--- src/rtl/alpha_trim_mean.sv ---
// Alpha-trimmed mean of one sorted window: keeps samples whose rank lies in
// [TRIM, DN-1-TRIM], sums them serially, then divides by KEEP with round-half-up.
module alpha_trim_mean #(
    parameter int DN          = 25,
    parameter int DW          = 8,
    parameter int DW_sequence = $clog2(DN),
    parameter int TRIM        = 4,
    parameter int SW          = DW + $clog2(DN)
) (
    input  logic                      clk,
    input  logic                      rst_n,
    input  logic                      sort_finish,
    input  logic [DW*DN-1:0]          data_in,
    input  logic [DW_sequence*DN-1:0] rank_in,
    output logic                      ready,
    output logic [DW-1:0]             mean_out,
    output logic                      mean_valid,
    output logic                      mean_err,
    output logic                      overrun
);

    localparam int KEEP = DN - 2 * TRIM;
    localparam int IW   = (DN > 1) ? $clog2(DN) : 1;
    localparam int CW   = $clog2(DN + 1);
    localparam int BW   = (SW > 1) ? $clog2(SW) : 1;

    localparam logic [DW_sequence-1:0] RANK_LO  = DW_sequence'(TRIM);
    localparam logic [DW_sequence-1:0] RANK_HI  = DW_sequence'(DN - 1 - TRIM);
    localparam logic [IW-1:0]          IDX_LAST = IW'(DN - 1);
    localparam logic [SW-1:0]          DIVISOR  = SW'(KEEP);
    localparam logic [SW-1:0]          SUM_INIT = SW'(KEEP >> 1);
    localparam logic [CW-1:0]          KEEP_CNT = CW'(KEEP);
    localparam logic [BW-1:0]          BIT_TOP  = BW'(SW - 1);

    typedef enum logic [1:0] {
        S_IDLE,
        S_ACC,
        S_DIV
    } state_t;

    // Rank inside the retained band; out-of-range ranks (>= DN) fail the upper test.
    function automatic logic rank_kept(input logic [DW_sequence-1:0] rank);
        return (rank >= RANK_LO) && (rank <= RANK_HI);
    endfunction

    // One restoring-division step: returns {quotient bit, new remainder}.
    // The incoming remainder is always below DIVISOR, so the shift cannot lose its MSB.
    function automatic logic [SW:0] div_step(input logic [SW-1:0] rem, input logic din);
        logic [SW-1:0] trial;
        trial = {rem[SW-2:0], din};
        if (trial >= DIVISOR) begin
            return {1'b1, trial - DIVISOR};
        end
        return {1'b0, trial};
    endfunction

    state_t                     r_state;
    state_t                     w_state_nxt;
    logic [DW*DN-1:0]           r_data;
    logic [DW_sequence*DN-1:0]  r_rank;
    logic [IW-1:0]              r_idx;
    logic [SW-1:0]              r_sum;
    logic [CW-1:0]              r_kept;
    logic [SW-1:0]              r_rem;
    logic [SW-1:0]              r_quo;
    logic [BW-1:0]              r_bit;

    logic [DW-1:0]              w_sample;
    logic [DW_sequence-1:0]     w_rank;
    logic                       w_keep;
    logic [SW-1:0]              w_sum_nxt;
    logic [CW-1:0]              w_kept_nxt;
    logic [SW:0]                w_step;
    logic [SW-1:0]              w_quo_nxt;
    logic                       w_last_idx;
    logic                       w_last_bit;

    assign w_sample   = r_data[r_idx*DW +: DW];
    assign w_rank     = r_rank[r_idx*DW_sequence +: DW_sequence];
    assign w_keep     = rank_kept(w_rank);
    assign w_sum_nxt  = w_keep ? (r_sum + SW'(w_sample)) : r_sum;
    assign w_kept_nxt = w_keep ? (r_kept + CW'(1)) : r_kept;
    assign w_step     = div_step(r_rem, r_quo[SW-1]);
    assign w_quo_nxt  = {r_quo[SW-2:0], w_step[SW]};
    assign w_last_idx = (r_idx == IDX_LAST);
    assign w_last_bit = (r_bit == '0);

    assign ready = (r_state == S_IDLE);

    always_ff @(posedge clk or negedge rst_n) begin
        if (!rst_n) begin
            r_state <= S_IDLE;
        end else begin
            r_state <= w_state_nxt;
        end
    end

    always_comb begin
        w_state_nxt = r_state;
        case (r_state)
            S_IDLE: if (sort_finish) w_state_nxt = S_ACC;
            S_ACC:  if (w_last_idx)  w_state_nxt = S_DIV;
            S_DIV:  if (w_last_bit)  w_state_nxt = S_IDLE;
            default: w_state_nxt = S_IDLE;
        endcase
    end

    always_ff @(posedge clk or negedge rst_n) begin
        if (!rst_n) begin
            r_data     <= '0;
            r_rank     <= '0;
            r_idx      <= '0;
            r_sum      <= '0;
            r_kept     <= '0;
            r_rem      <= '0;
            r_quo      <= '0;
            r_bit      <= '0;
            mean_out   <= '0;
            mean_valid <= 1'b0;
            mean_err   <= 1'b0;
            overrun    <= 1'b0;
        end else begin
            mean_valid <= 1'b0;
            if (sort_finish && (r_state != S_IDLE)) begin
                overrun <= 1'b1;
            end
            case (r_state)
                S_IDLE: begin
                    if (sort_finish) begin
                        r_data <= data_in;
                        r_rank <= rank_in;
                        r_idx  <= '0;
                        r_sum  <= SUM_INIT;
                        r_kept <= '0;
                    end
                end
                S_ACC: begin
                    r_sum  <= w_sum_nxt;
                    r_kept <= w_kept_nxt;
                    r_idx  <= r_idx + IW'(1);
                    if (w_last_idx) begin
                        r_quo <= w_sum_nxt;
                        r_rem <= '0;
                        r_bit <= BIT_TOP;
                    end
                end
                S_DIV: begin
                    // Dividend bits shift out of r_quo's MSB as quotient bits enter its LSB.
                    r_rem <= w_step[SW-1:0];
                    r_quo <= w_quo_nxt;
                    r_bit <= r_bit - BW'(1);
                    if (w_last_bit) begin
                        mean_out   <= w_quo_nxt[DW-1:0];
                        mean_valid <= 1'b1;
                        mean_err   <= (r_kept != KEEP_CNT);
                    end
                end
                default: ;
            endcase
        end
    end

endmodule
--- config.mk ---
export PLATFORM = sky130hd
export DESIGN_NAME = alpha_trim_mean
export DESIGN_NICKNAME = d
export VERILOG_FILES = /design/src/rtl/alpha_trim_mean.sv
export SDC_FILE = /design/constraint.sdc
export NUM_CORES = 1
export LEC_CHECK = 0
export CELL_PAD_IN_SITES_DETAIL_PLACEMENT = 0
export CELL_PAD_IN_SITES_GLOBAL_PLACEMENT = 1
export CORE_MARGIN = 10
export CORE_UTILIZATION = 40
export CTS_CLUSTER_SIZE = 30
export DETAILED_ROUTE_END_ITERATION = 12
export PLACE_DENSITY = 0.78
export SETUP_SLACK_MARGIN = 0.2
export SLEW_MARGIN = 20
export SYNTH_ARGS = -nofsm -noshare
export SYNTH_HDL_FRONTEND = slang
export SYNTH_SLANG_ARGS = --single-unit
--- constraint.sdc ---
create_clock -name clk -period 6.3 [get_ports clk]
set_input_delay 0.63 -clock clk [delete_from_list [all_inputs] [get_ports clk]]
set_output_delay 0.63 -clock clk [all_outputs]
set_load 0.02 [all_outputs]
==> results of run 1 <==
worst max-delay path, cell delays in order, from the launching register on:
cell and delay, ns:
sky130_fd_sc_hd__dfrtp_4 0.96, sky130_fd_sc_hd__buf_4 0.35, sky130_fd_sc_hd__mux4_2 0.55, sky130_fd_sc_hd__mux4_2 0.50, sky130_fd_sc_hd__nand2_1 0.09, sky130_fd_sc_hd__o21ai_0 0.09, sky130_fd_sc_hd__ha_1 0.32, sky130_fd_sc_hd__o21ai_0 0.11
sky130_fd_sc_hd__a21boi_0 0.17, sky130_fd_sc_hd__o21a_1 0.21, sky130_fd_sc_hd__o21ai_0 0.48, sky130_fd_sc_hd__a21oi_1 0.26, sky130_fd_sc_hd__a32o_1 0.31, sky130_fd_sc_hd__a31o_1 0.18
flip-flops by register name, summed over array words and instances (netlist names):
name,cells
mean_err,1
mean_out,8
mean_valid,1
overrun,1
r_bit,4
r_data,200
r_idx,5
r_kept,5
r_quo,13
r_rank,125
r_rem,12
r_state,2
r_sum,13
worst max path at each step:
stage / endpoint / from / cells past startpoint
after detailed placement: r_sum[10] / r_idx[0] / 13
after floorplan: r_sum[10] / r_idx[0] / 20
after CTS: r_sum[10] / r_idx[0] / 13
after global routing: r_sum[10] / r_idx[0] / 16
after global placement: r_sum[10] / r_idx[0] / 13
final: r_sum[10] / r_idx[0] / 13
final cells by class:
class,count,area [um^2],share of cell area
flip-flops and latches,390,9770,0.413
multi-input cells,1447,7960,0.336
repair buffers,353,3540,0.150
clock buffers,64,1330,0.0561
well taps,600,751,0.0317
clock inverters,17,253,0.0107
inverters,17,63.8,0.00270
diodes,3,7.51,0.000317
through the flow:
step | utilization | total power (uW)
floorplan | - | 7970
global placement | 0.487 | 9310
detailed placement | 0.487 | 9430
CTS | 0.522 | 12300
global route | 0.523 | 13100
finish | 0.523 | 12200
per-layer routing:
layer / GRT usage / up-vias
li1: - / 7024
met4: 0.0679 / 4
met1: 0.276 / 7250
met3: 0.0463 / 77
met2: 0.334 / 381
met5: 0 / -
placed cells by master (no fill, tap or decap), drive strengths merged, types with 6 or more instances in the layout:
cell type / synthesis / layout
a21oi: 20 / 20
clkdlybuf4s50: 0 / 338
nor2: 40 / 40
o21ai: 50 / 50
xnor2: 15 / 15
a31oi: 6 / 6
a22o: 8 / 8
mux2i: 24 / 24
clkbuf: 85 / 64
buf: 33 / 15
nor3: 19 / 19
inv: 16 / 16
bufinv: 0 / 6
dfrtp: 390 / 390
clkinv: 1 / 11
nand2: 1049 / 1049
mux4: 75 / 75
a22oi: 15 / 15
nand3: 21 / 21
ha: 15 / 15
where the power goes:
part	internal [uW]	leakage, uW	switching (uW)
Clock	1710	0.000781	1070
Sequential	3670	0.00483	901
Combinational	2220	0.00583	2630
logic make-up after synthesis:
family / after synthesis / share of synthesized area
simple gates: 1170 / 0.251
flops: 390 / 0.534
compound gates: 140 / 0.0524
buf+inv: 135 / 0.0314
mux: 102 / 0.110
xor+xnor: 19 / 0.00911
fa+ha+maj: 16 / 0.0114
==> impl_metrics.prom, run 1 <==
# TYPE chip_impl_metric gauge
chip_impl_metric{name="layout.filler_cells",unit=""} 4148
chip_impl_metric{name="syn_to_final_growth",unit="%"} 29.6
chip_impl_metric{name="r2r.worst_path.cells",unit=""} 13
chip_impl_info{name="hold_path_class",value="in2async"} 1
chip_impl_metric{name="starting_density_of_the_core",unit=""} 0.403
chip_impl_metric{name="seq_area_frac_synth",unit=""} 0.534
chip_impl_metric{name="core_area",unit="um^2"} 45300
chip_impl_info{name="worstSetupStartpointType",value="register"} 1
chip_impl_metric{name="route.vias.total",unit=""} 14700
chip_impl_metric{name="report.final.hold_viol_count",unit=""} 0
chip_impl_metric{name="detailedPlacementHpwl",unit="mm"} 40.8
chip_impl_metric{name="drt-wirelength-per-cell",unit="um"} 19.8
chip_impl_metric{name="worst_max_slew_pin_slew",unit="ns"} 1.09
chip_impl_metric{name="clock_latency",unit="ns"} 0.58
chip_impl_metric{name="ctsResizeCount",unit=""} 0
chip_impl_metric{name="h_tree_levels",unit=""} 2
chip_impl_metric{name="first_global_vias",unit=""} 15400
chip_impl_info{name="clk_root_buffer_cell",value="sky130_fd_sc_hd__clkbuf_16"} 1
chip_impl_metric{name="cts_made_buffers",unit=""} 44
chip_impl_metric{name="global_route.usage.total",unit=""} 0.208
chip_impl_metric{name="layout.cells.non_filler",unit=""} 2891
chip_impl_metric{name="setup_ws",unit="ns"} 1.55
chip_impl_metric{name="initial_antenna_violation_count",unit=""} 5
chip_impl_metric{name="post_cts_setup_repair_buffer_count",unit=""} 0
chip_impl_metric{name="synth_edf_count",unit=""} 0
chip_impl_metric{name="syn-cell-area",unit="um^2"} 18300
chip_impl_metric{name="timing.fmax",unit="MHz"} 210
chip_impl_metric{name="wl_met2",unit="mm"} 27.6
chip_impl_metric{name="period_share",unit=""} 0.755
chip_impl_info{name="synth_top_area_cell",value="sky130_fd_sc_hd__dfrtp_1"} 1
chip_impl_metric{name="cts.sink_count",unit=""} 390
chip_impl_metric{name="drc",unit=""} 0
chip_impl_info{name="rr_startpoint",value="r_idx[0]"} 1
chip_impl_metric{name="worstPathRequired",unit="ns"} 6.76
chip_impl_metric{name="grt_pass1_wl",unit="mm"} 88.6
chip_impl_metric{name="ctsLongestPathBuffers",unit=""} 3
chip_impl_metric{name="postSynth.asyncResetShare",unit=""} 1.00
chip_impl_metric{name="design.portCount",unit=""} 340
chip_impl_metric{name="detailroute.wirelength.met3",unit="mm"} 3.31
chip_impl_metric{name="synthesis.area_per_instance",unit="um^2"} 9.26
chip_impl_metric{name="drt-pass1-iter-count",unit=""} 5
chip_impl_metric{name="worst_slew_margin_rel",unit=""} 0.271
chip_impl_metric{name="hold_ws",unit="ns"} 0.0758
chip_impl_metric{name="grt_max_degree",unit=""} 175
chip_impl_metric{name="cap_viol_max_count",unit=""} 0
chip_impl_metric{name="detailedPlace.worstSlack",unit="ns"} 1.63
chip_impl_metric{name="port_buffers",unit=""} 339
chip_impl_metric{name="cts.reportedPaths.clkPinSlew",unit="ns"} 0.06
chip_impl_metric{name="yosys_register_bits",unit=""} 390
chip_impl_metric{name="fin_nets",unit=""} 2597
chip_impl_info{name="outcome",value="finished, final reports clean"} 1
chip_impl_info{name="synth_top_cells_by_area",value="sky130_fd_sc_hd__dfrtp_1 53%, sky130_fd_sc_hd__nand2_1 22%, sky130_fd_sc_hd__mux4_2 7.6%"} 1
chip_impl_metric{name="drtIter0Drc",unit=""} 1268
chip_impl_metric{name="arrival",unit="ns"} 5.21
chip_impl_info{name="top_layer",value="met5"} 1
chip_impl_info{name="regToRegEndpoint",value="r_sum[10]"} 1
chip_impl_metric{name="vdd_drop_max",unit="V"} 0.000223
chip_impl_metric{name="placed_cells",unit=""} 2807
chip_impl_metric{name="final_period_minus_worst_setup_slack",unit="ns"} 4.75
chip_impl_metric{name="chip_width",unit="um"} 234
chip_impl_metric{name="synth.yosys.warnings",unit=""} 0
chip_impl_metric{name="number_of_vias_per_cell_after_detailed_routing",unit=""} 5.10
chip_impl_info{name="worstSetupEndpointType",value="register"} 1
chip_impl_metric{name="routedLengthMet1",unit="mm"} 24.7
chip_impl_metric{name="placer_s_final_routability_congestion_estimate",unit=""} 0.848
chip_impl_metric{name="netlist-cell-type-count",unit=""} 70
chip_impl_info{name="synth_top_flop_cell",value="sky130_fd_sc_hd__dfrtp_1"} 1
chip_impl_info{name="rsz0062_at_grt",value="false"} 1
chip_impl_metric{name="wl",unit="mm"} 57.1
chip_impl_metric{name="power_leakage",unit="uW"} 0.0114
chip_impl_metric{name="tns",unit="ns"} 0
chip_impl_metric{name="die_area",unit="um^2"} 54600
chip_impl_metric{name="placedInstanceArea",unit="um^2"} 22100
chip_impl_metric{name="largest_fanout_on_the_critical_path",unit=""} 42
chip_impl_info{name="netlist_top_cells_count",value="1,047 x sky130_fd_sc_hd__nand2_1, 390 x sky130_fd_sc_hd__dfrtp_1, 85 x sky130_fd_sc_hd__clkbuf_1"} 1
chip_impl_metric{name="finalInstanceArea",unit="um^2"} 23700
chip_impl_metric{name="report.final.setup_viol",unit=""} 0
chip_impl_metric{name="route.antenna.remaining_nets",unit=""} 0
chip_impl_metric{name="die-height",unit="um"} 234
chip_impl_metric{name="fraction_of_synthesized_cell_area_taken_by_the_top_area_cell_type",unit=""} 0.534
chip_impl_metric{name="std_cell_rows",unit=""} 78
chip_impl_info{name="cts_tree",value="done"} 1
chip_impl_metric{name="cts-hold-fix-buffers",unit=""} 0
chip_impl_info{name="critPathKind",value="reg2reg"} 1
chip_impl_metric{name="flop2flop_setup_slack",unit="ns"} 1.55
chip_impl_metric{name="power.density_cell_area",unit="nW/um^2"} 516
chip_impl_info{name="yosys.cell_count.top_type",value="sky130_fd_sc_hd__nand2_1"} 1
chip_impl_metric{name="syn_inst",unit=""} 1972
chip_impl_metric{name="synthesis.nets",unit=""} 2316
chip_impl_metric{name="post_route_cells_drive_above_1_share",unit=""} 0.0760
chip_impl_metric{name="finalClockSkew",unit="ns"} 0.0250
chip_impl_metric{name="total_gr_overflow",unit=""} 0
chip_impl_metric{name="slew_viol_final",unit=""} 0
No activity file was read; power rests on OpenSTA's default activity.
==> run 2, diff against run 1 <==
- CORE_UTILIZATION: 40 -> 36
- PLACE_DENSITY: 0.78 -> 0.74
- clock period: 6.3 -> 4.05 ns (I/O delays scaled with it)
==> run 2 against run 1 <==
  * Routed wire length rose by 1.9%
  * Non-clock buffer count grew 39
  * Register-to-register slack got worse by 1.4 ns
  * Highest routed layer unchanged
==> impl_metrics.prom, run 2 (synthesis results as in run 1) <==
# TYPE chip_impl_metric gauge
chip_impl_info{name="cts_tree",value="done"} 1
chip_impl_metric{name="tns",unit="ns"} 0
chip_impl_metric{name="drt-wirelength-per-cell",unit="um"} 19.4
chip_impl_info{name="rsz0062_at_grt",value="true"} 1
chip_impl_metric{name="grt_pass1_wl",unit="mm"} 90.7
chip_impl_metric{name="core_area",unit="um^2"} 50200
chip_impl_metric{name="total_gr_overflow",unit=""} 0
chip_impl_metric{name="slew_viol_final",unit=""} 0
chip_impl_metric{name="fin_nets",unit=""} 2636
chip_impl_metric{name="drtIter0Drc",unit=""} 1130
chip_impl_metric{name="finalInstanceArea",unit="um^2"} 24100
chip_impl_info{name="hold_path_startpoint",value="rank_in[49]"} 1
chip_impl_metric{name="placer_s_final_routability_congestion_estimate",unit=""} 0.870
chip_impl_metric{name="placedInstanceArea",unit="um^2"} 22500
chip_impl_metric{name="cts.reportedPaths.clkPinSlew",unit="ns"} 0.06
chip_impl_metric{name="report.final.hold_viol_count",unit=""} 0
chip_impl_metric{name="first_global_vias",unit=""} 15500
chip_impl_metric{name="drt-pass1-iter-count",unit=""} 5
chip_impl_info{name="hold_path_class",value="in2reg"} 1
chip_impl_info{name="biggestRegsByFlops",value="r_data: 200 flops, r_rank: 125 flops"} 1
chip_impl_metric{name="syn_to_final_growth",unit="%"} 31.9
chip_impl_metric{name="period_share",unit=""} 0.958
chip_impl_metric{name="global_route.usage.total",unit=""} 0.192
chip_impl_metric{name="clock_latency",unit="ns"} 0.57
chip_impl_metric{name="chip_width",unit="um"} 245
chip_impl_info{name="critPathKind",value="reg2reg"} 1
chip_impl_info{name="clk_root_buffer_cell",value="sky130_fd_sc_hd__clkbuf_16"} 1
chip_impl_info{name="most_frequent_standard_cell_in_the_layout_excluding_fill_and_tap_cells",value="sky130_fd_sc_hd__nand2_1"} 1
chip_impl_metric{name="die-height",unit="um"} 245
chip_impl_metric{name="grt_max_degree",unit=""} 94
chip_impl_metric{name="hold_ws",unit="ns"} 0.361
chip_impl_metric{name="design.portCount",unit=""} 340
chip_impl_metric{name="cts_made_buffers",unit=""} 44
chip_impl_info{name="worstSetupEndpointType",value="register"} 1
chip_impl_metric{name="detailedPlacementHpwl",unit="mm"} 43.3
chip_impl_info{name="mostFrequentLayoutCells",value="1,046 x sky130_fd_sc_hd__nand2_1, 388 x sky130_fd_sc_hd__dfrtp_1, 338 x sky130_fd_sc_hd__clkdlybuf4s50_1"} 1
chip_impl_metric{name="arrival",unit="ns"} 4.32
chip_impl_metric{name="route.antenna.remaining_nets",unit=""} 0
chip_impl_metric{name="cts.sink_count",unit=""} 390
chip_impl_metric{name="initial_antenna_violation_count",unit=""} 5
chip_impl_metric{name="h_tree_levels",unit=""} 2
chip_impl_metric{name="worst_max_slew_pin_slew",unit="ns"} 0.944
chip_impl_metric{name="ctsLongestPathBuffers",unit=""} 3
chip_impl_metric{name="drc",unit=""} 0
chip_impl_metric{name="cap_viol_max_count",unit=""} 0
chip_impl_metric{name="total_power",unit="uW"} 19200
chip_impl_info{name="timing.critical_path.from",value="r_idx[0]"} 1
chip_impl_info{name="outcome",value="finished, final reports clean"} 1
chip_impl_metric{name="vdd_drop_max",unit="V"} 0.000421
chip_impl_metric{name="wl",unit="mm"} 58.2
chip_impl_metric{name="power.density_cell_area",unit="nW/um^2"} 795
chip_impl_metric{name="finalClockSkew",unit="ns"} 0.0254
chip_impl_metric{name="number_of_vias_per_cell_after_detailed_routing",unit=""} 4.96
chip_impl_metric{name="std_cell_rows",unit=""} 82
chip_impl_metric{name="final_period_minus_worst_setup_slack",unit="ns"} 3.88
chip_impl_metric{name="largest_register_ff_count",unit=""} 200
chip_impl_info{name="max_flop_register",value="r_data"} 1
chip_impl_metric{name="worst_slew_margin_rel",unit=""} 0.368
chip_impl_info{name="rr_startpoint",value="r_idx[0]"} 1
chip_impl_metric{name="starting_density_of_the_core",unit=""} 0.364
chip_impl_metric{name="route.vias.total",unit=""} 14800
chip_impl_metric{name="power_leakage",unit="uW"} 0.0116
chip_impl_metric{name="port_buffers",unit=""} 339
chip_impl_metric{name="post_route_cells_drive_above_1_share",unit=""} 0.0909
chip_impl_metric{name="largest_fanout_on_the_critical_path",unit=""} 12
chip_impl_metric{name="report.final.setup_viol",unit=""} 0
chip_impl_metric{name="worstPathRequired",unit="ns"} 4.49
chip_impl_metric{name="die_area",unit="um^2"} 60100
chip_impl_info{name="worstSetupStartpointType",value="register"} 1
chip_impl_metric{name="timing.fmax",unit="MHz"} 258
==> run 2: cell count changes in the layout (fill, tap and decap cells not counted), moves of 2 or more <==
cell | before | now
sky130_fd_sc_hd__a21oi_1 | 19 | 16
sky130_fd_sc_hd__a21oi_2 | 0 | 3
sky130_fd_sc_hd__buf_12 | 3 | 14
sky130_fd_sc_hd__buf_4 | 10 | 37
sky130_fd_sc_hd__bufinv_16 | 6 | 2
sky130_fd_sc_hd__clkbuf_1 | 7 | 10
sky130_fd_sc_hd__clkbuf_8 | 11 | 9
sky130_fd_sc_hd__clkinv_2 | 8 | 5
sky130_fd_sc_hd__o21ai_0 | 42 | 37
sky130_fd_sc_hd__o21ai_1 | 8 | 11
==> run 2: what timing repair did <==
action / CTS / global route
gates resized for setup: 1 / 10
hold buffers: 1 / 0
buffers inserted: 4 / 7
pin swaps: 0 / 4
endpoints found under the hold margin: 87 / 0
endpoints found under the setup margin: 10 / 10
==> run 2: power by group <==
part           leakage, uW  switching (uW)  total (uW)  internal, uW
logic              0.00608            4480        8290          3820
registers          0.00483            1190        6910          5710
clock network     0.000702            1600        3950          2360
==> run 2: layout make-up <==
cell class / count / area [um^2]
clock buffer: 65 / 1310
clock inverter: 9 / 110
multi-input combinational: 1447 / 8010
timing repair buffer: 392 / 3980
antenna: 2 / 5.00
fill: 4665 / 26100
tap: 672 / 841
inverter: 17 / 63.8
sequential: 390 / 9770
==> run 2: metrics by stage <==
step,instances,setup WS [ns],util
3_3_place_gp,2906,0.113,0.449
2_1_floorplan,1972,0.178,-
3_5_place_dp,2906,0.0175,0.449
6_report,2994,0.170,0.480
5_1_grt,2993,0.0649,0.480
4_1_cts,2985,0.197,0.478
==> run 2: critical path, cell delays in order (launching register included) <==
cell and delay, ns:
sky130_fd_sc_hd__dfrtp_4 0.46, sky130_fd_sc_hd__buf_12 0.15, sky130_fd_sc_hd__mux4_2 0.53, sky130_fd_sc_hd__mux4_2 0.51
sky130_fd_sc_hd__mux2i_2 0.22, sky130_fd_sc_hd__inv_1 0.07, sky130_fd_sc_hd__ha_1 0.27, sky130_fd_sc_hd__a21o_1 0.17
sky130_fd_sc_hd__a21oi_2 0.20, sky130_fd_sc_hd__o21ai_1 0.12, sky130_fd_sc_hd__a2111o_1 0.44, sky130_fd_sc_hd__a31oi_2 0.16
sky130_fd_sc_hd__or4_1 0.13, sky130_fd_sc_hd__mux2i_1 0.06, sky130_fd_sc_hd__or2_1 0.23
==> run 2: layer usage <==
layer  track usage  vias up  share of wire
met5             0        -        0.00015
met4        0.0641        2          0.027
met3        0.0363       91          0.053
met2         0.314      374           0.49
met1         0.253     7282           0.43
li1              -     7097              -
==> run 2: final timing paths <==
check | endpoint | slack [ns] | depth (start not counted)
min | r_rank[49] | 0.36 | 3
min in group asynchronous | r_data[63] | 0.46 | 2
max reg2reg | r_quo[11] | 0.17 | 14
max in group asynchronous | r_rank[50] | 2.57 | 3
max | r_quo[11] | 0.17 | 14
min reg2reg | r_rank[46] | 0.47 | 2
==> run 3, diff against run 2 <==
- ABC_AREA: default -> 0
- GPL_ROUTABILITY_DRIVEN: default -> 0
- PLACE_DENSITY: 0.74 -> default
- PLACE_DENSITY_LB_ADDON: default -> 0.08
==> run 3 against run 2 <==
  * Highest routed layer unchanged
  * Register-to-register slack gained 0.03 ns
  * Critical endpoint unchanged
  * Clock power grew 9.6%
  * Die area is the same
  * Clock skew shrank 0.0034 ns
  * Sequential share of layout area shrank 0.30 points
  * Flip-flop and latch count is the same
  * Sequential power shrank 0.9%
  * Critical path depth is the same
  * Clock-buffer cell count grew 1
  * Worst hold slack lost 0.0060 ns
  * Largest cell class unchanged
  * Maximum frequency grew 0.67%
  * Cell area grew 0.76%
==> impl_metrics.prom, run 3 (synthesis results as in run 1) <==
# TYPE chip_impl_metric gauge
chip_impl_metric{name="tns",unit="ns"} 0
chip_impl_metric{name="cap_viol_max_count",unit=""} 0
chip_impl_metric{name="cts.reportedPaths.clkPinSlew",unit="ns"} 0.06
chip_impl_info{name="hold_path_end",value="r_data[110]"} 1
chip_impl_info{name="regToRegEndpoint",value="r_quo[11]"} 1
chip_impl_info{name="critical_path.cell_chain",value="buf_4 -> mux4_2 -> mux4_2 -> mux2i_2 -> inv_1 -> ha_1 -> a21o_1 -> a21oi_2 -> o21ai_1 -> a2111o_1 -> a31oi_2 -> or4_1 -> mux2i_1 -> or2_1"} 1
chip_impl_metric{name="cts_made_buffers",unit=""} 44
chip_impl_info{name="biggestRegsByFlops",value="r_data: 200 flops, r_rank: 125 flops"} 1
chip_impl_metric{name="route.antenna.remaining_nets",unit=""} 0
chip_impl_info{name="max_flop_register",value="r_data"} 1
chip_impl_metric{name="global_route.usage.total",unit=""} 0.196
chip_impl_metric{name="drt-wirelength-per-cell",unit="um"} 19.7
chip_impl_metric{name="slew_viol_final",unit=""} 0
chip_impl_info{name="worstSetupStartpointType",value="register"} 1
chip_impl_metric{name="worstPathRequired",unit="ns"} 4.51
chip_impl_metric{name="die_area",unit="um^2"} 60100
chip_impl_metric{name="vdd_drop_max",unit="V"} 0.000452
chip_impl_metric{name="initial_antenna_violation_count",unit=""} 4
chip_impl_info{name="worstSetupEndpointType",value="register"} 1
chip_impl_metric{name="report.final.hold_viol_count",unit=""} 0
chip_impl_metric{name="port_buffers",unit=""} 339
chip_impl_metric{name="cts.sink_count",unit=""} 390
chip_impl_metric{name="die-height",unit="um"} 245
chip_impl_metric{name="report.final.setup_viol",unit=""} 0
chip_impl_metric{name="grt_max_degree",unit=""} 139
chip_impl_metric{name="ff_latch_area",unit="um^2"} 9770
chip_impl_metric{name="timing.fmax",unit="MHz"} 259
chip_impl_info{name="rsz0062_at_grt",value="true"} 1
chip_impl_metric{name="power.density_cell_area",unit="nW/um^2"} 811
chip_impl_metric{name="detailedPlacementHpwl",unit="mm"} 43.1
chip_impl_info{name="hold_path_startpoint",value="data_in[110]"} 1
chip_impl_metric{name="syn_to_final_growth",unit="%"} 32.9
chip_impl_metric{name="design.portCount",unit=""} 340
chip_impl_metric{name="ctsLongestPathBuffers",unit=""} 3
chip_impl_info{name="critPathKind",value="reg2reg"} 1
chip_impl_metric{name="final_period_minus_worst_setup_slack",unit="ns"} 3.85
chip_impl_info{name="timing.critical_path.mode_cell",value="sky130_fd_sc_hd__mux4_2"} 1
chip_impl_metric{name="multi_input_logic_area",unit="um^2"} 8020
chip_impl_metric{name="wl",unit="mm"} 59.2
chip_impl_metric{name="h_tree_levels",unit=""} 2
chip_impl_metric{name="arrival",unit="ns"} 4.31
chip_impl_metric{name="largest_register_ff_count",unit=""} 200
chip_impl_metric{name="flop2flop_setup_slack",unit="ns"} 0.20
chip_impl_metric{name="worst_path_largest_cell_delay",unit="ns"} 0.55
chip_impl_metric{name="route.vias.total",unit=""} 14700
chip_impl_info{name="outcome",value="finished, final reports clean"} 1
chip_impl_info{name="hold_path_class",value="in2reg"} 1
chip_impl_info{name="cts_tree",value="done"} 1
chip_impl_metric{name="finalClockSkew",unit="ns"} 0.0220
chip_impl_metric{name="drt-pass1-iter-count",unit=""} 5
chip_impl_metric{name="chip_width",unit="um"} 245
chip_impl_info{name="most_frequent_standard_cell_in_the_layout_excluding_fill_and_tap_cells",value="sky130_fd_sc_hd__nand2_1"} 1
chip_impl_metric{name="r2r.worst_path.cells",unit=""} 14
chip_impl_info{name="crit_slowest_cell",value="sky130_fd_sc_hd__dfrtp_4"} 1
chip_impl_metric{name="core_area",unit="um^2"} 50200
chip_impl_metric{name="layout.filler_cells",unit=""} 4811
chip_impl_metric{name="grt_pass1_wl",unit="mm"} 92.3
chip_impl_metric{name="clock_latency",unit="ns"} 0.58
chip_impl_metric{name="worst_max_slew_pin_slew",unit="ns"} 1.03
chip_impl_metric{name="worst_slew_margin_rel",unit=""} 0.316
chip_impl_metric{name="drtIter0Drc",unit=""} 993
chip_impl_metric{name="starting_density_of_the_core",unit=""} 0.364
chip_impl_info{name="mostFrequentLayoutCells",value="1,046 x sky130_fd_sc_hd__nand2_1, 387 x sky130_fd_sc_hd__dfrtp_1, 338 x sky130_fd_sc_hd__clkdlybuf4s50_1"} 1
chip_impl_metric{name="period_share",unit=""} 0.952
chip_impl_info{name="clk_root_buffer_cell",value="sky130_fd_sc_hd__clkbuf_16"} 1
chip_impl_metric{name="fin_nets",unit=""} 2636
chip_impl_metric{name="post_route_cells_drive_above_1_share",unit=""} 0.0971
chip_impl_metric{name="largest_fanout_on_the_critical_path",unit=""} 7
chip_impl_metric{name="total_gr_overflow",unit=""} 0
chip_impl_metric{name="first_global_vias",unit=""} 15800
chip_impl_metric{name="min_path_cells",unit=""} 3
chip_impl_metric{name="hold_ws",unit="ns"} 0.355
chip_impl_info{name="rr_startpoint",value="r_idx[0]"} 1
chip_impl_metric{name="placedInstanceArea",unit="um^2"} 22500
chip_impl_metric{name="finalInstanceArea",unit="um^2"} 24300
chip_impl_metric{name="number_of_vias_per_cell_after_detailed_routing",unit=""} 4.91
chip_impl_metric{name="power_leakage",unit="uW"} 0.0117
chip_impl_metric{name="std_cell_rows",unit=""} 82
chip_impl_metric{name="drc",unit=""} 0
## run 3: area by class of cell
class / instances / share of cell area
clock inverters: 16 / 0.0102
diodes: 2 / 0.000206
well taps: 672 / 0.0346
flip-flops and latches: 390 / 0.403
multi-input cells: 1447 / 0.330
inverters: 17 / 0.00263
clock buffers: 66 / 0.0550
repair buffers: 392 / 0.164
## run 3: power by group
part | switching [uW] | leakage, uW | internal [uW] | total, uW
registers | 1140 | 0.00483 | 5710 | 6850
clock network | 1660 | 0.000768 | 2670 | 4330
logic | 4630 | 0.00607 | 3880 | 8510
## run 3: per-stage QoR
| stage | cells | setup WS (ns) | total power, uW | utilization |
|---|---|---|---|---|
| 2_1_floorplan | 1972 | 0.178 | 12600 | - |
| 3_3_place_gp | 2906 | 0.201 | 15000 | 0.448 |
| 3_5_place_dp | 2906 | 0.166 | 15100 | 0.448 |
| 4_1_cts | 2991 | 0.242 | 19600 | 0.480 |
| 5_1_grt | 3002 | 0.0174 | 21200 | 0.484 |
| 6_report | 3002 | 0.195 | 19700 | 0.484 |
## run 3: what timing repair did
item	CTS	global route
setup buffers	2	8
hold endpoints to repair	93	0
hold buffers	1	0
cloned	0	1
pin swaps	0	12
gates resized for setup	1	18
setup endpoints to repair	2	25
## run 3: per-layer routing
| layer | vias up | track usage | part of all wire |
|---|---|---|---|
| met5 | - | 0 | 0.00027 |
| met4 | 4 | 0.0542 | 0.018 |
| met3 | 68 | 0.0387 | 0.049 |
| met2 | 302 | 0.322 | 0.49 |
| met1 | 7270 | 0.260 | 0.45 |
| li1 | 7102 | - | - |
## run 3: how the worst max path moves through the flow
stage	slack, ns	to	startpoint
after floorplan	0.18	r_sum[10]	r_idx[0]
after detailed placement	0.17	r_sum[10]	r_idx[0]
after CTS	0.24	r_sum[10]	r_idx[0]
after global routing	0.02	r_quo[11]	r_idx[0]
final	0.20	r_quo[11]	r_idx[0]
after global placement	0.20	r_sum[10]	r_idx[0]
## run 3: critical path, delay by kind of cell, from the launching register on
family | cells | cell delay, ns
buffers and inverters | 2 | 0.26
AO/OA/AOI/OAI | 5 | 1.07
AND/OR/NAND/NOR | 2 | 0.36
flip-flops | 1 | 0.55
adder cells (fa/ha/maj) | 1 | 0.27
multiplexers | 4 | 1.24
==> patch 1, RTL diff (settings of run 1) <==
Re-encode `state_t` (3 states) as one-hot, 3 bits wide.
--- a/src/rtl/alpha_trim_mean.sv
+++ b/src/rtl/alpha_trim_mean.sv
@@ -33,8 +33,8 @@
     localparam logic [BW-1:0]          BIT_TOP  = BW'(SW - 1);
 
-    typedef enum logic [1:0] {
-        S_IDLE,
-        S_ACC,
-        S_DIV
+    typedef enum logic [2:0] {
+        S_IDLE = 3'b001,
+        S_ACC  = 3'b010,
+        S_DIV  = 3'b100
     } state_t;
 
Check against the original RTL: same outputs for any inputs over 4 cycles, from zero or initial values and one cycle with rst_n low; so few cycles prove little.
==> patch 1 against run 1 <==
Total power decreased by 12%; worst setup slack improved by 0.046 ns; via count increased by 0.31%; wire length decreased by 1.4%; synthesized area about the same; final area decreased by 0.48%; sequential cell count increased by 1; global-route usage decreased by 0.36 points; largest power group is now sequential cells.
==> patch 1: results (changes against run 1) <==
| Metric | Value |
|---|---|
| CTS Buf Count | `44 (unchanged)` |
| R2r worst-path depth | `14 (was 13)` |
| Outcome | `finished clean (unchanged)` |
| Pin count of the biggest net entering global routing | `167 (was 175)` |
| Antenna violations before repair | `0 (was 5)` |
| DRT Wirelength | `56.3 mm (was 57.1 mm)` |
| First-pass GRT wire length | `87.4 mm (was 88.6 mm)` |
| Ant diodes | `0 (was 3)` |
| Crit path DAT | `5.10 ns (was 5.21 ns)` |
| Root buf cell | `clkbuf_16 (unchanged)` |
| Hold Fails Final Rpt | `0 (unchanged)` |
| Number of nets in the layout | `2,623 (was 2,597)` |
| Max incr delay on CP | `1.04 ns (was 0.96 ns)` |
| Crit Path Max Fanout | `47 (was 42)` |
| Dpl cell area | `0.0221 mm^2 (about the same)` |
| Seq/Total Area, Yosys | `53.6% (was 53.4%)` |
| Dpl hpwl | `40.7 mm (was 40.8 mm)` |
| Hold WS | `0.0412 ns (was 0.0758 ns)` |
| DP Cell Count | `2,833 (was 2,807)` |
| Total Routing Usage GR | `20.5% (was 20.8%)` |
| Net switching power | `3.93 mW (was 4.60 mW)` |
| Synth area leaders | `dfrtp_1, nand2_1, mux4_2 (unchanged)` |
| LEAKAGE | `11.2 nW (was 11.4 nW)` |
| Peak supply drop | `0.324 mV (was 0.223 mV)` |
| Worst slew margin | `35.4% (was 27.1%)` |
| R2R Path End | `r_quo[8]$_DFFE_PN0P_ (was r_sum[10]$_DFFE_PN0P_)` |
| GPL Wtd Cong | `0.842 (was 0.848)` |
| Via density | `5.07 (was 5.10)` |
| Clock skew | `0.0339 ns (was 0.0250 ns)` |
| Clock-pin slew on the worst setup and hold paths | `0.06 ns (about the same)` |
| Layout cell share with drive strength beyond 1 | `7.70% (was 7.60%)` |
| Post-synth ARST share | `100% (unchanged)` |
| Final WS setup | `1.59 ns (was 1.55 ns)` |
| Synth unique cells | `67 (was 70)` |
| Mapped Nets | `2,350 (was 2,316)` |
| Initial detailed-routing violation count | `1,123 (was 1,268)` |
| Most frequent cells after synthesis | `nand2_1, dfrtp_1, clkbuf_1 (unchanged)` |
| Vias in the first global route | `15.3k (was 15.4k)` |
| DR WL/cell | `19.3 um (was 19.8 um)` |
| Synth Instances | `2,006 (was 1,972)` |
-- patch 1: logic make-up (layout without fill, tap and decap cells) --
logic type      Yosys count  count (layout)  share of synthesized area, %
compound gates          139             139                          5.13
xor+xnor                 19              19                         0.912
fa+ha+maj                16              16                          1.14
buf+inv                 144             451                          3.21
flops                   391             391                          53.6
mux                     103             103                          9.99
simple gates           1194            1194                          26.0
-- patch 1: worst max path at each step --
stage | endpoint | cells after the start
2_1_floorplan | r_sum[10]$_DFFE_PN0P_ | 20
3_3_place_gp | r_quo[8]$_DFFE_PN0P_ | 14
3_5_place_dp | r_quo[8]$_DFFE_PN0P_ | 14
4_1_cts | r_quo[8]$_DFFE_PN0P_ | 14
5_1_grt | r_quo[8]$_DFFE_PN0P_ | 14
6_report | r_quo[8]$_DFFE_PN0P_ | 14
-- patch 1: routing by layer --
layer / track usage, % / share of wire (%) / vias to the layer above
met3: 4.39 / 6.3 / 81
met4: 7.01 / 2.7 / 0
met5: 0 / 0 / -
met2: 31.9 / 47 / 419
met1: 27.9 / 44 / 7177
li1: - / - / 7104
-- patch 1: final cells by class --
| type | count | area [um^2] |
|---|---|---|
| clock buffer | 68 | 1340 |
| fill | 4223 | 21700 |
| multi-input combinational | 1471 | 7900 |
| sequential | 391 | 9800 |
| timing repair buffer | 352 | 3550 |
| inverter | 19 | 71.3 |
| tap | 600 | 751 |
| clock inverter | 12 | 146 |
-- patch 1: power by group through the flow --
stage | combinational, mW | clock, mW | sequential (mW)
3_5_place_dp | 3.77 | 0 | 4.44
3_3_place_gp | 3.69 | 0 | 4.42
5_1_grt | 4.23 | 2.79 | 4.54
2_1_floorplan | 2.88 | 0 | 4.02
4_1_cts | 3.80 | 2.68 | 4.41
6_report | 3.75 | 2.63 | 4.41
==> patch 2, RTL diff (flow settings as in run 1) <==
Made on the original files. The parameter `DN` goes from 25 to 50.
--- a/src/rtl/alpha_trim_mean.sv
+++ b/src/rtl/alpha_trim_mean.sv
@@ -2,5 +2,5 @@
 // [TRIM, DN-1-TRIM], sums them serially, then divides by KEEP with round-half-up.
 module alpha_trim_mean #(
-    parameter int DN          = 25,
+    parameter int DN          = 50,
     parameter int DW          = 8,
     parameter int DW_sequence = $clog2(DN),
Interface: changed (resized data_in and rank_in); port bits go from 340 to 715. No check against the original RTL was run, so the function may have changed too.
==> patch 2 against run 1 <==
Fmax fell by 3.1%; via count rose by 82%; core utilization rose by 0.75 points; worst setup slack got worse by 0.15 ns; total power fell by 18%; clock skew fell by 0.0027 ns; final area rose by 84%; sequential cell count rose by 330; sequential power rose by 1%; synthesized area rose by 82%; wire length rose by 100%; critical endpoint is now r_quo[13]$_DFFE_PN0P_.
==> patch 2: results (changes against run 1) <==
| Metric | Value |
|---|---|
| Outcome | `finished clean (unchanged)` |
| Metal1 wirelength | `47.9 mm (was 24.7 mm)` |
| Pin count of the biggest net entering global routing | `204 (was 175)` |
| Port Buffer Count | `664 (was 339)` |
| Synth Area in Adders | `0.588% (was 1.14%)` |
| Fillers | `7,618 (was 4,148)` |
| Synth Area in Compound Gates | `3.32% (was 5.24%)` |
| H-Tree Depth | `3 (was 2)` |
| Synth area leaders | `dfrtp_1, nand2_1, mux4_2 (unchanged)` |
| DRT Wirelength | `117 mm (was 57.1 mm)` |
| Peak supply drop | `0.204 mV (was 0.223 mV)` |
| Number of nets in the layout | `4,831 (was 2,597)` |
| Synth unique cells | `62 (was 70)` |
| Antenna violations before repair | `57 (was 5)` |
| Clock share of power | `48.4% (was 22.8%)` |
| Net switching power | `2.19 mW (was 4.60 mW)` |
| Crit Path Max Fanout | `43 (was 42)` |
| Met2 wire len | `58.4 mm (was 27.6 mm)` |
| Vias in the first global route | `27.3k (was 15.4k)` |
| Synth Area in XOR/XNOR | `0.527% (was 0.911%)` |
| GPL Wtd Cong | `0.824 (was 0.848)` |
| Via density | `5.07 (was 5.10)` |
| Most frequent cells after synthesis | `nand2_1, dfrtp_1, clkbuf_1 (unchanged)` |
| Total Routing Usage GR | `24.3% (was 20.8%)` |
| Seq/Total Area, Yosys | `54.2% (was 53.4%)` |
| Mapped Nets | `4,273 (was 2,316)` |
| Layout cell share with drive strength beyond 1 | `8.52% (was 7.60%)` |
| Worst-Margin Slew | `1.13 ns (was 1.09 ns)` |
==> patch 2: layout make-up <==
type                    count  area, um^2  area share (%)
repair buffers            703        7140            16.4
flip-flops and latches    720       18000            41.3
well taps                1070        1340            3.07
clock buffers             126        2440            5.59
multi-input cells        2585       14200            32.6
diodes                     33        82.6           0.189
inverters                  20        75.1           0.172
clock inverters            23         304           0.697
==> patch 2: final timing paths <==
check                                           to  depth (start not counted)  slack (ns)
max                          r_quo[13]$_DFFE_PN0P_                         18        1.39
min                         r_rank[68]$_DFFE_PN0P_                          1        0.02
max reg2reg                  r_quo[13]$_DFFE_PN0P_                         18        1.39
min reg2reg                r_data[345]$_DFFE_PN0P_                          2        0.47
max in group asynchronous   r_data[77]$_DFFE_PN0P_                          2        4.57
min in group clk           r_data[345]$_DFFE_PN0P_                          2        0.47
==> patch 2: stage by stage <==
| step | instances | util [%] | cell area (um^2) | power (mW) |
|---|---|---|---|---|
| 3_5_place_dp | 5098 | 49.6 | 40800 | 5.26 |
| 3_3_place_gp | 5098 | 49.6 | 40800 | 5.26 |
| 6_report | 5280 | 53.0 | 43600 | 10.0 |
| 2_1_floorplan | 3555 | - | 33200 | 4.72 |
| 5_1_grt | 5278 | 53.0 | 43600 | 10.4 |
| 4_1_cts | 5247 | 52.9 | 43500 | 10.2 |
==> patch 2: routing by layer <==
metal  up-vias  track usage (%)
met1     13200             30.5
met4        36             10.1
met2       699             40.0
met5         -                0
met3       184             5.44
li1      12700                -
==> patch 2: kinds of logic (layout without fill, tap and decap cells) <==
family / count (synthesis) / in the layout
adders and majority gates: 15 / 15
buffers and inverters: 250 / 872
and+or+nand+nor: 2147 / 2147
DFF: 720 / 720
xor gates and xnor gates: 20 / 20
muxes: 233 / 233
other: 0 / 33
AOI/OAI and AO/OA: 170 / 170
